### config.mk
export PLATFORM = sky130hd
export DESIGN_NAME = hazard_ctrl
export DESIGN_NICKNAME = d
export VERILOG_FILES = /design/src/rtl/hazard_ctrl_pkg.sv /design/src/rtl/forward_unit.sv /design/src/rtl/hazard_ctrl.sv
export SDC_FILE = /design/constraint.sdc
export NUM_CORES = 1
export LEC_CHECK = 0
export BUFFER_PORTS_ARGS = -buffer_cell sky130_fd_sc_hd__buf_4
export CAP_MARGIN = 20
export CORE_MARGIN = 3
export CORE_UTILIZATION = 54
export CTS_BUF_LIST = sky130_fd_sc_hd__clkbuf_2
export DETAILED_ROUTE_END_ITERATION = 12
export GPL_TIMING_DRIVEN = 0
export PLACE_DENSITY = 0.82
export REMOVE_ABC_BUFFERS = 1
export SLEW_MARGIN = 20
export SYNTH_ARGS = -nofsm -noshare
export SYNTH_HDL_FRONTEND = slang
export SYNTH_SLANG_ARGS = --single-unit
### constraint.sdc
create_clock -name clk -period 2.7 [get_ports clk]
set_input_delay 0.54 -clock clk [delete_from_list [all_inputs] [get_ports clk]]
set_output_delay 0.54 -clock clk [all_outputs]
set_load 0.005 [all_outputs]
### src/rtl/hazard_ctrl_pkg.sv
// Shared pipeline encodings for the hazard controller: forward selects,
// the load result-select code and the memory-wait FSM states.
package hazard_ctrl_pkg;

  typedef enum logic [1:0] {
    FWD_RF = 2'b00,
    FWD_W  = 2'b01,
    FWD_M  = 2'b10
  } fwd_sel_t;

  localparam logic [1:0] RESULT_LOAD = 2'b01;

  localparam int NUM_FWD = 2;  // ALU operands A and B
  localparam int REG_W   = 5;

  typedef enum logic {
    RUN      = 1'b0,
    MEM_WAIT = 1'b1
  } hz_state_t;

endpackage

### src/rtl/forward_unit.sv
// Single-operand forwarding comparator; memory stage beats writeback and
// x0 is never forwarded.
module forward_unit
  import hazard_ctrl_pkg::*;
(
  input  logic [REG_W-1:0] rs_e,
  input  logic [REG_W-1:0] rd_m,
  input  logic [REG_W-1:0] rd_w,
  input  logic             reg_write_m,
  input  logic             reg_write_w,
  output logic [1:0]       fwd_sel
);

  // Priority select: youngest producer wins
  always_comb begin
    fwd_sel = FWD_RF;
    if (reg_write_m && (rd_m != '0) && (rd_m == rs_e))
      fwd_sel = FWD_M;
    else if (reg_write_w && (rd_w != '0) && (rd_w == rs_e))
      fwd_sel = FWD_W;
  end

endmodule

### src/rtl/hazard_ctrl.sv
// Pipeline sequencing controller: operand forwarding, load-use interlock,
// redirect flushes, memory-wait freeze and saturating perf counters.
module hazard_ctrl
  import hazard_ctrl_pkg::*;
#(
  parameter int CNT_W    = 32,
  parameter int MAX_WAIT = 255
) (
  input  logic             clk,
  input  logic             rst,
  input  logic [4:0]       Rs1_D,
  input  logic [4:0]       Rs2_D,
  input  logic [4:0]       Rs1_E,
  input  logic [4:0]       Rs2_E,
  input  logic [4:0]       Rd_E,
  input  logic [4:0]       Rd_M,
  input  logic [4:0]       Rd_W,
  input  logic             regWrite_M,
  input  logic             regWrite_W,
  input  logic [1:0]       resultSrc_E,
  input  logic             pcSrc_E,
  input  logic             mem_req_M,
  input  logic             mem_ready,
  output logic [1:0]       forwardA_E,
  output logic [1:0]       forwardB_E,
  output logic             stall_F,
  output logic             stall_D,
  output logic             stall_E,
  output logic             stall_M,
  output logic             flush_D,
  output logic             flush_E,
  output logic             flush_W,
  output logic             mem_timeout,
  output logic [CNT_W-1:0] stall_cnt,
  output logic [CNT_W-1:0] flush_cnt
);

  localparam int                WAIT_W   = (MAX_WAIT < 1) ? 1 : $clog2(MAX_WAIT + 1);
  localparam logic [WAIT_W-1:0] WAIT_MAX = WAIT_W'(MAX_WAIT);
  localparam logic [CNT_W-1:0]  CNT_MAX  = {CNT_W{1'b1}};

  hz_state_t                        state_q, state_d;
  logic      [WAIT_W-1:0]           wait_cnt, wait_nxt;
  logic                             frz, frz_g, lu, lu_act, redirect, stall_any;
  logic      [NUM_FWD-1:0][REG_W-1:0] rs_e;
  logic      [NUM_FWD-1:0][1:0]       fwd;

  // Operand A is lane 0, operand B is lane 1
  assign rs_e = {Rs2_E, Rs1_E};

  for (genvar l = 0; l < NUM_FWD; l++) begin : g_fwd
    forward_unit u_fwd (
      .rs_e        (rs_e[l]),
      .rd_m        (Rd_M),
      .rd_w        (Rd_W),
      .reg_write_m (regWrite_M),
      .reg_write_w (regWrite_W),
      .fwd_sel     (fwd[l])
    );
  end

  // Every control output is forced idle while reset is held
  assign forwardA_E = rst ? FWD_RF : fwd[0];
  assign forwardB_E = rst ? FWD_RF : fwd[1];

  // Next state and the freeze condition; the release cycle does not freeze
  always_comb begin
    state_d = state_q;
    frz     = 1'b0;
    case (state_q)
      RUN: begin
        frz = mem_req_M && !mem_ready;
        if (mem_req_M && !mem_ready) state_d = MEM_WAIT;
      end
      MEM_WAIT: begin
        frz = !mem_ready;
        if (mem_ready) state_d = RUN;
      end
      default: state_d = RUN;
    endcase
  end

  // Freeze overrides everything; a redirect overrides a load-use interlock,
  // so a redirect held during a freeze fires on the release cycle
  assign lu       = (resultSrc_E == RESULT_LOAD) && (Rd_E != '0) &&
                    ((Rd_E == Rs1_D) || (Rd_E == Rs2_D));
  assign frz_g    = frz && !rst;
  assign redirect = pcSrc_E && !frz && !rst;
  assign lu_act   = lu && !pcSrc_E && !frz && !rst;

  assign stall_F   = frz_g | lu_act;
  assign stall_D   = frz_g | lu_act;
  assign stall_E   = frz_g;
  assign stall_M   = frz_g;
  assign flush_D   = redirect;
  assign flush_E   = redirect | lu_act;
  assign flush_W   = frz_g;
  assign stall_any = stall_F | stall_D | stall_E | stall_M;

  assign wait_nxt = (wait_cnt == WAIT_MAX) ? wait_cnt : wait_cnt + WAIT_W'(1);

  // FSM state register
  always_ff @(posedge clk) begin
    if (rst) state_q <= RUN;
    else     state_q <= state_d;
  end

  // Wait counter and sticky timeout; the freeze itself ignores the timeout
  always_ff @(posedge clk) begin
    if (rst) begin
      wait_cnt    <= '0;
      mem_timeout <= 1'b0;
    end else if (state_q == RUN && state_d == MEM_WAIT) begin
      wait_cnt <= '0;
    end else if (state_q == MEM_WAIT && !mem_ready) begin
      wait_cnt <= wait_nxt;
      if (wait_nxt == WAIT_MAX) mem_timeout <= 1'b1;
    end
  end

  // Saturating performance counters
  always_ff @(posedge clk) begin
    if (rst) begin
      stall_cnt <= '0;
      flush_cnt <= '0;
    end else begin
      if (stall_any && stall_cnt != CNT_MAX) stall_cnt <= stall_cnt + CNT_W'(1);
      if (redirect  && flush_cnt != CNT_MAX) flush_cnt <= flush_cnt + CNT_W'(1);
    end
  end

endmodule

# --- After elaboration in Yosys (flattened, before gate mapping) ---
# Index checks and enable logic that the tools add are counted.
# Widths: inputs -> output; s select.
totals:
  ramBits: 0
  elab_cells: 65
  ff_bits: 74
  mem_bits_ro: 0
  latchBits: 0
  memories: 0
op_classes:
  reduce_logical: 29
  eq_ne: 11
  n_div: 0
  n_mux: 11
  shift: 0
  multipliers: 0
  n_addsub: 3
  magnitude_cmp: 0
  n_bitwise: 6
op_table:
  columns: ["cell", "n"]
  rows:
  - ["$add 32x1->32 const B", 2]
  - ["$ne 32x32->1 const B", 2]
  - ["$eq 5x5->1", 6]
  - ["$logic_and 1x1->1", 19]
  - ["$eq 8x8->1 const B", 2]
  - ["$reduce_bool 5->1", 3]
  - ["$add 8x1->8 const B", 1]
  - ["$mux 2", 4]
  - ["$mux 8", 1]
  - ["$logic_not 1->1", 4]
  - ["$mux 1", 4]
  - ["$or 1x1->1", 4]
  - ["$pmux 1 s2", 2]
  - ["$reduce_and 3->1", 1]
  - ["$eq 2x1->1 const B", 1]
  - ["$not 1->1", 2]
  - ["$reduce_or 2->1", 1]
  - ["$logic_or 1x1->1", 1]

# --- Depth between registers and ports, before layout ---
# Gate-level depths: netlist (run 1).
logic_depth:
  ltp_word: 10
  depth_mapped: 9
  depth_no_buf: 7

# --- Hierarchy ---
# From an unflattened synthesis (run 1), not the netlist that was laid out.
hier_totals:
  hier_cells: 518
  hier_area_um2: 4230.3
by_module_without_submodules:
  columns: ["module", "instances", "area_per_inst_um2", "cells_each"]
  rows:
  - ["hazard_ctrl", 1, 3927.5, 478]
  - ["forward_unit", 2, 151.4, 20]

# --- Worst setup path after synthesis (run 1) ---
# No wires, ideal clock.
synth_path:
  path_type: "input port to output port"
  start: "in Rd_E[1]"
  end: "out stall_F"
  path_buffers: 2
  required_ps: 2160
  stages: 6
  arrival_time_ps: 1924
  setup_slack_ps: 236
  cell_sequence: "or4_1 > o211ai_1 > o21a_1 > clkbuf_1 > nor2_1 > buf_4"
synth_via:
  elab_chain_cells: 7
synth_lines:
  columns: ["element", "line_no", "text"]
  rows:
  - ["from (decl)", "hazard_ctrl.sv:15", "input logic [4:0] Rd_E,"]
  - ["$eq 5x5->1 or $reduce_bool 5->1 (tied branches)", "hazard_ctrl.sv:86, hazard_ctrl.sv:85", null]
  - ["$logic_or 1x1->1 or $logic_and 1x1->1 (tied branches)", "hazard_ctrl.sv:86, hazard_ctrl.sv:85", null]
  - ["$logic_and 1x1->1 (*)", "hazard_ctrl.sv:85", "assign lu = (resultSrc_E == RESULT_LOAD) && (Rd_E != '0) &&"]
  - ["$logic_and 1x1->1 (*) (3 in series)", "hazard_ctrl.sv:89", "assign lu_act = lu && !pcSrc_E && !frz && !rst;"]
  - ["$or 1x1->1 (*)", null, null]
  - ["to (decl)", "hazard_ctrl.sv:26", "output logic stall_F,"]
# Mark *: on every way between the ends. The rest lies on a longest branch, timed or not.

# --- Worst setup path in the final report (run 1) ---
layout_path:
  start: "in rst"
  end: "out forwardB_E[0]"
layout_via:
  elab_chain_cells: 1
layout_lines:
  columns: ["element", "line_no", "text"]
  rows:
  - ["from (decl)", "hazard_ctrl.sv:10", "input logic rst,"]
  - ["$mux 2", "hazard_ctrl.sv:64", "assign forwardB_E = rst ? FWD_RF : fwd[1];"]
  - ["to (decl)", "hazard_ctrl.sv:25", "output logic [1:0] forwardB_E,"]
# No other way between the ends.

==> run metrics, run 1 <==
status completed; Post-Syn Area 0.00423 mm2; Net Sw Frac 0.252; Synth cell types 57; FF+latch count, synth 74; critical path peak fanout 70; max-cap violations 0; xor/xnor cell area share of the yosys netlist 0.128; Tmin final between 2 and 3 ns; layout cells sized above 1 0.261; Slew Viols, Final 0; CP Launch Type input pin; Num Clock Sinks 74; layout overhead on the synthesized area 25.7%; # fillers 633; pin count of the biggest net entering global routing 71; hold_buf cts 0; core area 0.00745 mm2; clk_lat worst skew 0.49 ns; HPWL Detailed 8260 um; Synth Flop Type dfxtp_1; Die X 94.6 um; Synth area leader dfxtp_1; post-synthesis instance total between 500 and 600; sequential-to-total area share from yosys stat 0.350; CTS root buffer clkbuf_2; crit path DAT 2.06 ns; VDD IR max between 300 and 400 uV; area occupied by multi-input gates 0.00259 mm2; initial core utilization 0.569; Synth Area in Simple Gates 0.328; PwrDens between 300 and 400 mW/mm2; Post-synth EDFFs 0; Placed Instances just over 700; Die H 94.6 um; Post-synth ARST share 0; sw power 503 uW; Hold Path Class input pin to flop; clock tree from TritonCTS yes; vias post-DR approximately 4,300; Synth Area in Compound Gates 0.120; Setup Viol. Count Final 0; final period utilization 0.963; register area around 0.0015 mm2; part of the power in combinational logic 0.100; Die ar. between 0.008 and 0.009 mm2; placed cell areas between 0.005 and 0.006 mm2; initial antenna violation count 0; post-synthesis mux area share 0.0233; GRT overflow 0; FP Rows 31; Reg power frac 0.553; Clock power frac 0.347; Avg Vias per Cell roughly 5.9; gr usage total 0.252; Cell Count, Final, Fillers Out 730; RSZ-0062 raised after global routing no; Clk pin slew, worst setup/hold paths 0.20 ns; Worst slew margin 0.332; endpoints failing hold 0; Fmax 0.384 GHz; Worst-Margin Slew a little under 1 ns; internal power 1490 uW; synth top area cells dfxtp_1 (35%), xor2_1 (7.2%), xnor2_1 (5.6%); H-tree lvl count 3; leak pwr 0.00197 uW; WP data required 2.16 ns; # IOs 120; top-area cell type share of the netlist area 0.350; Worst Setup End Kind output pin; First-pass DRT Iterations 5; layout net count 674; CTS Buf Count 9; Post-DRT Antenna Nets 0; Finished Cell Area 0.00532 mm2; Post-Syn Area per Cell 8.25 um2; ant diodes 0; DRC 0; IO buf count 119; Wirelength per Cell 15.7 um; skew final between 0.02 and 0.025 ns; Routed WL about 11,000 um; Setup CP Type input pin to output pin; first-pass GRT wire length 18,200 um; main combinational cell family by area after synthesis simple AND/OR/NAND/NOR gates; post-synthesis adder-cell area fraction 0.00887; DR iter-0 viols 168; Synth Warn # 0; routability congestion estimate 0.841; vias in the first global route 3,968; Max Root-Sink Buffers 2
per-stage QoR:
stage          TNS (ns)  setup WS [ns]  hold WS [ns]  total power, uW  utilization
2_1_floorplan         0          0.325         0.448             1200            -
3_3_place_gp      -1.52         -0.445         0.443             1310        0.687
3_5_place_dp      -2.05         -0.445         0.473             1320        0.687
4_1_cts               0         0.0228         0.391             2000        0.708
5_1_grt               0         0.0186         0.413             2060        0.715
6_report              0         0.0991         0.424             1990        0.715
cell families (layout without fill, tap and decap cells):
logic type	count (synthesis)	in the layout
and+or+nand+nor	251	251
AOI/OAI and AO/OA	79	79
DFF	74	74
xor gates and xnor gates	62	62
buffers and inverters	35	153
muxes	9	9
adders and majority gates	3	3
layout by cell type (no fill, tap or decap), types with 4 or more instances in the layout:
| cell type | n |
|---|---|
| or2_2 | 5 |
| inv_1 | 10 |
| nand3_1 | 32 |
| nand2_1 | 29 |
| xor2_1 | 35 |
| xnor2_1 | 27 |
| nor4_1 | 7 |
| buf_4 | 126 |
| a21oi_1 | 26 |
| mux2i_1 | 5 |
| and2_1 | 9 |
| nor2_1 | 55 |
| and4_1 | 11 |
| nor2b_1 | 4 |
| dfxtp_1 | 74 |
| o21ai_0 | 15 |
| nand4_1 | 29 |
| nor3_1 | 21 |
| clkbuf_2 | 9 |
| or3_1 | 15 |
| o31ai_1 | 12 |
| or4_1 | 16 |
| o211ai_1 | 5 |
| o21a_1 | 4 |
layer usage:
layer / routed length [um] / GRT usage / vias to the layer above
met5: 0 / 0 / -
met2: 5680 / 0.437 / 165
met4: 212 / 0.0913 / 0
li1: - / - / 2104
met1: 4700 / 0.309 / 2012
met3: 848 / 0.0518 / 20
flip-flops by register name (all words and copies together), names as in the netlist:
register     cells
flush_cnt       32
mem_timeout      1
stall_cnt       32
state_q          1
wait_cnt         8
path summary, 6_finish.rpt:
kind | start | end | slack, ns | cells after the start
max | rst | forwardB_E[0] | 0.1 | 6
min | mem_req_M | state_q$_SDFF_PP0_ | 0.42 | 3
max reg2reg | stall_cnt[2]$_SDFFE_PP0P_ | stall_cnt[12]$_SDFFE_PP0P_ | 0.14 | 6
min reg2reg | mem_timeout$_SDFFE_PP0P_ | mem_timeout$_SDFFE_PP0P_ | 0.50 | 2
Yosys cell counts (2+ instances only):
cell      number
or3_1         15
o31ai_1       12
o21a_1         5
or4_4          2
o21ai_0       16
nand4_1       29
buf_2          2
xnor2_1       27
nand2_1       29
mux2i_1        5
nor3_1        21
or4_1         16
and4_1        11
and3_1         3
nor4_1         8
or2_2          5
nand2b_1       3
and2_1         9
a21oi_1       26
dfxtp_1       74
buf_6          2
nand3_1       32
nor2b_1        4
nor2_1        55
o211ai_1       5
o31a_1         2
clkbuf_1      14
ha_1           3
buf_4          3
a22oi_1        2
mux2_2         3
xor2_1        35
inv_1         11
worst max-delay path: stages:
cell and delay, ns:
buf_6 0.23, clkinvlp_4 0.19, o211ai_1 0.11, or4_1 0.57
nor4_1 0.22, buf_4 0.16
layout make-up:
class	count	share of cell area
Multi-Input combinational cell	404	0.486
Sequential cell	74	0.278
Clock inverter	6	0.0155
Tap cell	99	0.0233
Clock buffer	9	0.00846
Inverter	11	0.00846
Timing Repair Buffer	127	0.180
power by group through the flow:
stage | combinational, uW | sequential (uW) | clock [uW]
floorplan | 77.9 | 1120 | 0
global placement | 187 | 1120 | 0
detailed placement | 192 | 1120 | 0
CTS | 198 | 1100 | 700
global route | 216 | 1100 | 739
finish | 199 | 1100 | 692
timing repair:
action	CTS	global route
setup endpoints to repair	15	13
resized for setup	5	1
pin swaps	0	3
setup buffers	2	6
Note: power is estimated with default switching activity, not from simulation.
==> run 2, diff against run 1 <==
--- a/config.mk
+++ b/config.mk
@@ -7,7 +7,8 @@
 export LEC_CHECK = 0
 export BUFFER_PORTS_ARGS = -buffer_cell sky130_fd_sc_hd__buf_4
 export CAP_MARGIN = 20
-export CORE_MARGIN = 3
+export CORE_ASPECT_RATIO = 1.1
+export CORE_MARGIN = 2
 export CORE_UTILIZATION = 54
 export CTS_BUF_LIST = sky130_fd_sc_hd__clkbuf_2
 export DETAILED_ROUTE_END_ITERATION = 12
==> run 2 against run 1 <==
  * Sequential cell count stayed put
  * Clock power is 10% lower
  * Global-route usage is 0.20 points lower
  * Non-clock buffer count is 3 lower
  * First-iteration DRC count is 28% higher
  * Critical path depth stayed put
  * Via count is 1.7% lower
  * Sequential power hardly changed
  * Combinational power is 4% lower
  * Final area is 0.38% lower
  * Fmax is 2.0% higher
  * Sequential share of layout area is 0.11 points higher
  * Critical endpoint is now stall_D
  * Largest power group unchanged
==> run metrics, run 2 (synthesis results as in run 1) <==
PwrDens 361 mW/mm2 (was 375 mW/mm2); Setup Viol. Count Final 0 (unchanged); layout overhead on the synthesized area 25.2% (was 25.7%); Post-DRT Antenna Nets 0 (unchanged); GRT overflow 0 (unchanged); Setup CP Type input pin to output pin (unchanged); Metal-1 WL 4500 um (was 4700 um); Largest regs flush_cnt x32, stall_cnt x32, wait_cnt x8 (unchanged); Slew Viols, Final 0 (unchanged); DR iter-0 viols 215 (was 168); vias in the first global route 4,011 (was 3,968); critical path peak fanout 12 (was 70); Cell Count, Final, Fillers Out 734 (was 730); HPWL Detailed 7870 um (was 8260 um); first-pass GRT wire length 17,700 um (was 18,200 um); H-tree lvl count 3 (unchanged); Finished Cell Area 0.00530 mm2 (was 0.00532 mm2); register area 0.00148 mm2 (unchanged); WP data required 2.16 ns (about the same); CP Launch Type input pin (unchanged); # IOs 120 (unchanged); VDD IR max 204 uV (was 320 uV); Die ar. 0.00857 mm2 (was 0.00894 mm2); CTS Buf Count 9 (unchanged); clock tree from TritonCTS yes (unchanged); layout net count 671 (was 674); pin count of the biggest net entering global routing 71 (unchanged); initial core utilization 0.563 (was 0.569); vias post-DR 4,226 (was 4,301); Top Layer Used met4 (unchanged); max-cap violations 0 (unchanged); Hold Path Class input pin to flop (unchanged); routability congestion estimate 0.845 (was 0.841); Die H 96.9 um (was 94.6 um); FP Rows 33 (was 31); Fmax 0.392 GHz (was 0.384 GHz); Worst Setup End Kind output pin (unchanged); skew final 0.0348 ns (was 0.0241 ns); area occupied by multi-input gates 0.00259 mm2 (about the same); gr usage total 0.250 (was 0.252); status completed (unchanged); Hold Path Stages 2 (was 3); WL met2 5410 um (was 5680 um); Num Clock Sinks 74 (unchanged); clk_lat worst skew 0.53 ns (was 0.49 ns); leading cell types in the layout, fill and taps excluded buf_4 (123), dfxtp_1 (74), nor2_1 (55) (was buf_4 (126), dfxtp_1 (74), nor2_1 (55)); Max Root-Sink Buffers 2 (unchanged); Clk pin slew, worst setup/hold paths 0.23 ns (was 0.20 ns); Tmin final 2.55 ns (was 2.60 ns); final period utilization 0.944 (was 0.963); placed cell areas 0.00512 mm2 (was 0.00511 mm2); crit path DAT 2.01 ns (was 2.06 ns); leak pwr 0.00195 uW (was 0.00197 uW); Routed WL 10,800 um (was 11,400 um); Worst-Margin Slew 0.962 ns (was 0.994 ns); Worst R2R Path Depth 6 (unchanged); Placed Instances 713 (was 707); met3 routed WL 677 um (was 848 um); RSZ-0062 raised after global routing no (unchanged); most common cell after layout, fill and taps aside buf_4 (unchanged); CTS root buffer clkbuf_2 (unchanged); initial antenna violation count 0 (unchanged); Wirelength per Cell 14.7 um (was 15.7 um); endpoints failing hold 0 (unchanged); pre-CTS WS -0.361 ns (was -0.445 ns); IO buf count 119 (unchanged); Worst slew margin 0.353 (was 0.332); layout cells sized above 1 0.258 (was 0.261); ant diodes 0 (unchanged); First-pass DRT Iterations 4 (was 5); Avg Vias per Cell 5.76 (was 5.89); DRC 0 (unchanged); core area 0.00751 mm2 (was 0.00745 mm2); Die X 88.4 um (was 94.6 um); # fillers 640 (was 633); worst setup margin 0.150 ns (was 0.0991 ns)
run 2: cell types whose count changed in the layout (fill, tap and decap cells not counted):
| cell | delta |
|---|---|
| buf_6 | -1 |
| buf_8 | +1 |
| nand3_4 | +1 |
| buf_4 | -3 |
| bufinv_16 | -1 |
| clkinv_4 | +2 |
| nand3_2 | -1 |
| o21ai_1 | +1 |
| o21ai_2 | -1 |
run 2: metal layers:
metal / track usage / vias to the layer above
li1: - / 2104
met1: 0.305 / 1974
met2: 0.428 / 132
met3: 0.0486 / 16
met4: 0.0932 / 0
met5: 0 / -
run 2: final cells by class:
type                       instances  area share
tap                              105      0.0248
timing repair buffer             124       0.177
clock inverter                     7      0.0132
multi-input combinational        404       0.489
clock buffer                       9     0.00850
sequential                        74       0.279
inverter                          11     0.00850
run 2: through the flow:
step	utilization	setup TNS, ns	hold WS, ns	total power (uW)
6_report	0.705	0	0.384	1920
3_3_place_gp	0.682	-1.31	0.469	1310
5_1_grt	0.705	0	0.382	2000
3_5_place_dp	0.682	-2.71	0.472	1310
2_1_floorplan	-	0	0.448	1200
4_1_cts	0.699	0	0.374	1920
run 2: worst paths after layout:
| check | from | to | slack [ns] |
|---|---|---|---|
| setup / recovery | Rd_E[1] | stall_D | 0.15 |
| hold / removal | rst | flush_cnt[11]$_SDFFE_PP0P_ | 0.38 |
| setup reg to reg | stall_cnt[2]$_SDFFE_PP0P_ | stall_cnt[15]$_SDFFE_PP0P_ | 0.19 |
| hold reg to reg | mem_timeout$_SDFFE_PP0P_ | mem_timeout$_SDFFE_PP0P_ | 0.50 |
run 2: power by group:
part	switching, uW	internal (uW)	total (uW)
Sequential	4.85	1100	1100
Combinational	96.9	95.4	192
Clock	409	212	621
run 2: critical path, cell delays in order:
cell	delay [ns]
buf_4	0.12
or4_1	0.51
o211ai_1	0.28
o21a_2	0.30
nor2_1	0.09
buf_4	0.16
run 2: timing repair:
item	4_1_cts	5_1_grt
endpoints found under the hold margin	0	0
endpoints found under the setup margin	15	25
gates resized for setup	4	3
hold buffers	0	0
pin swaps	0	2
setup buffers	0	5
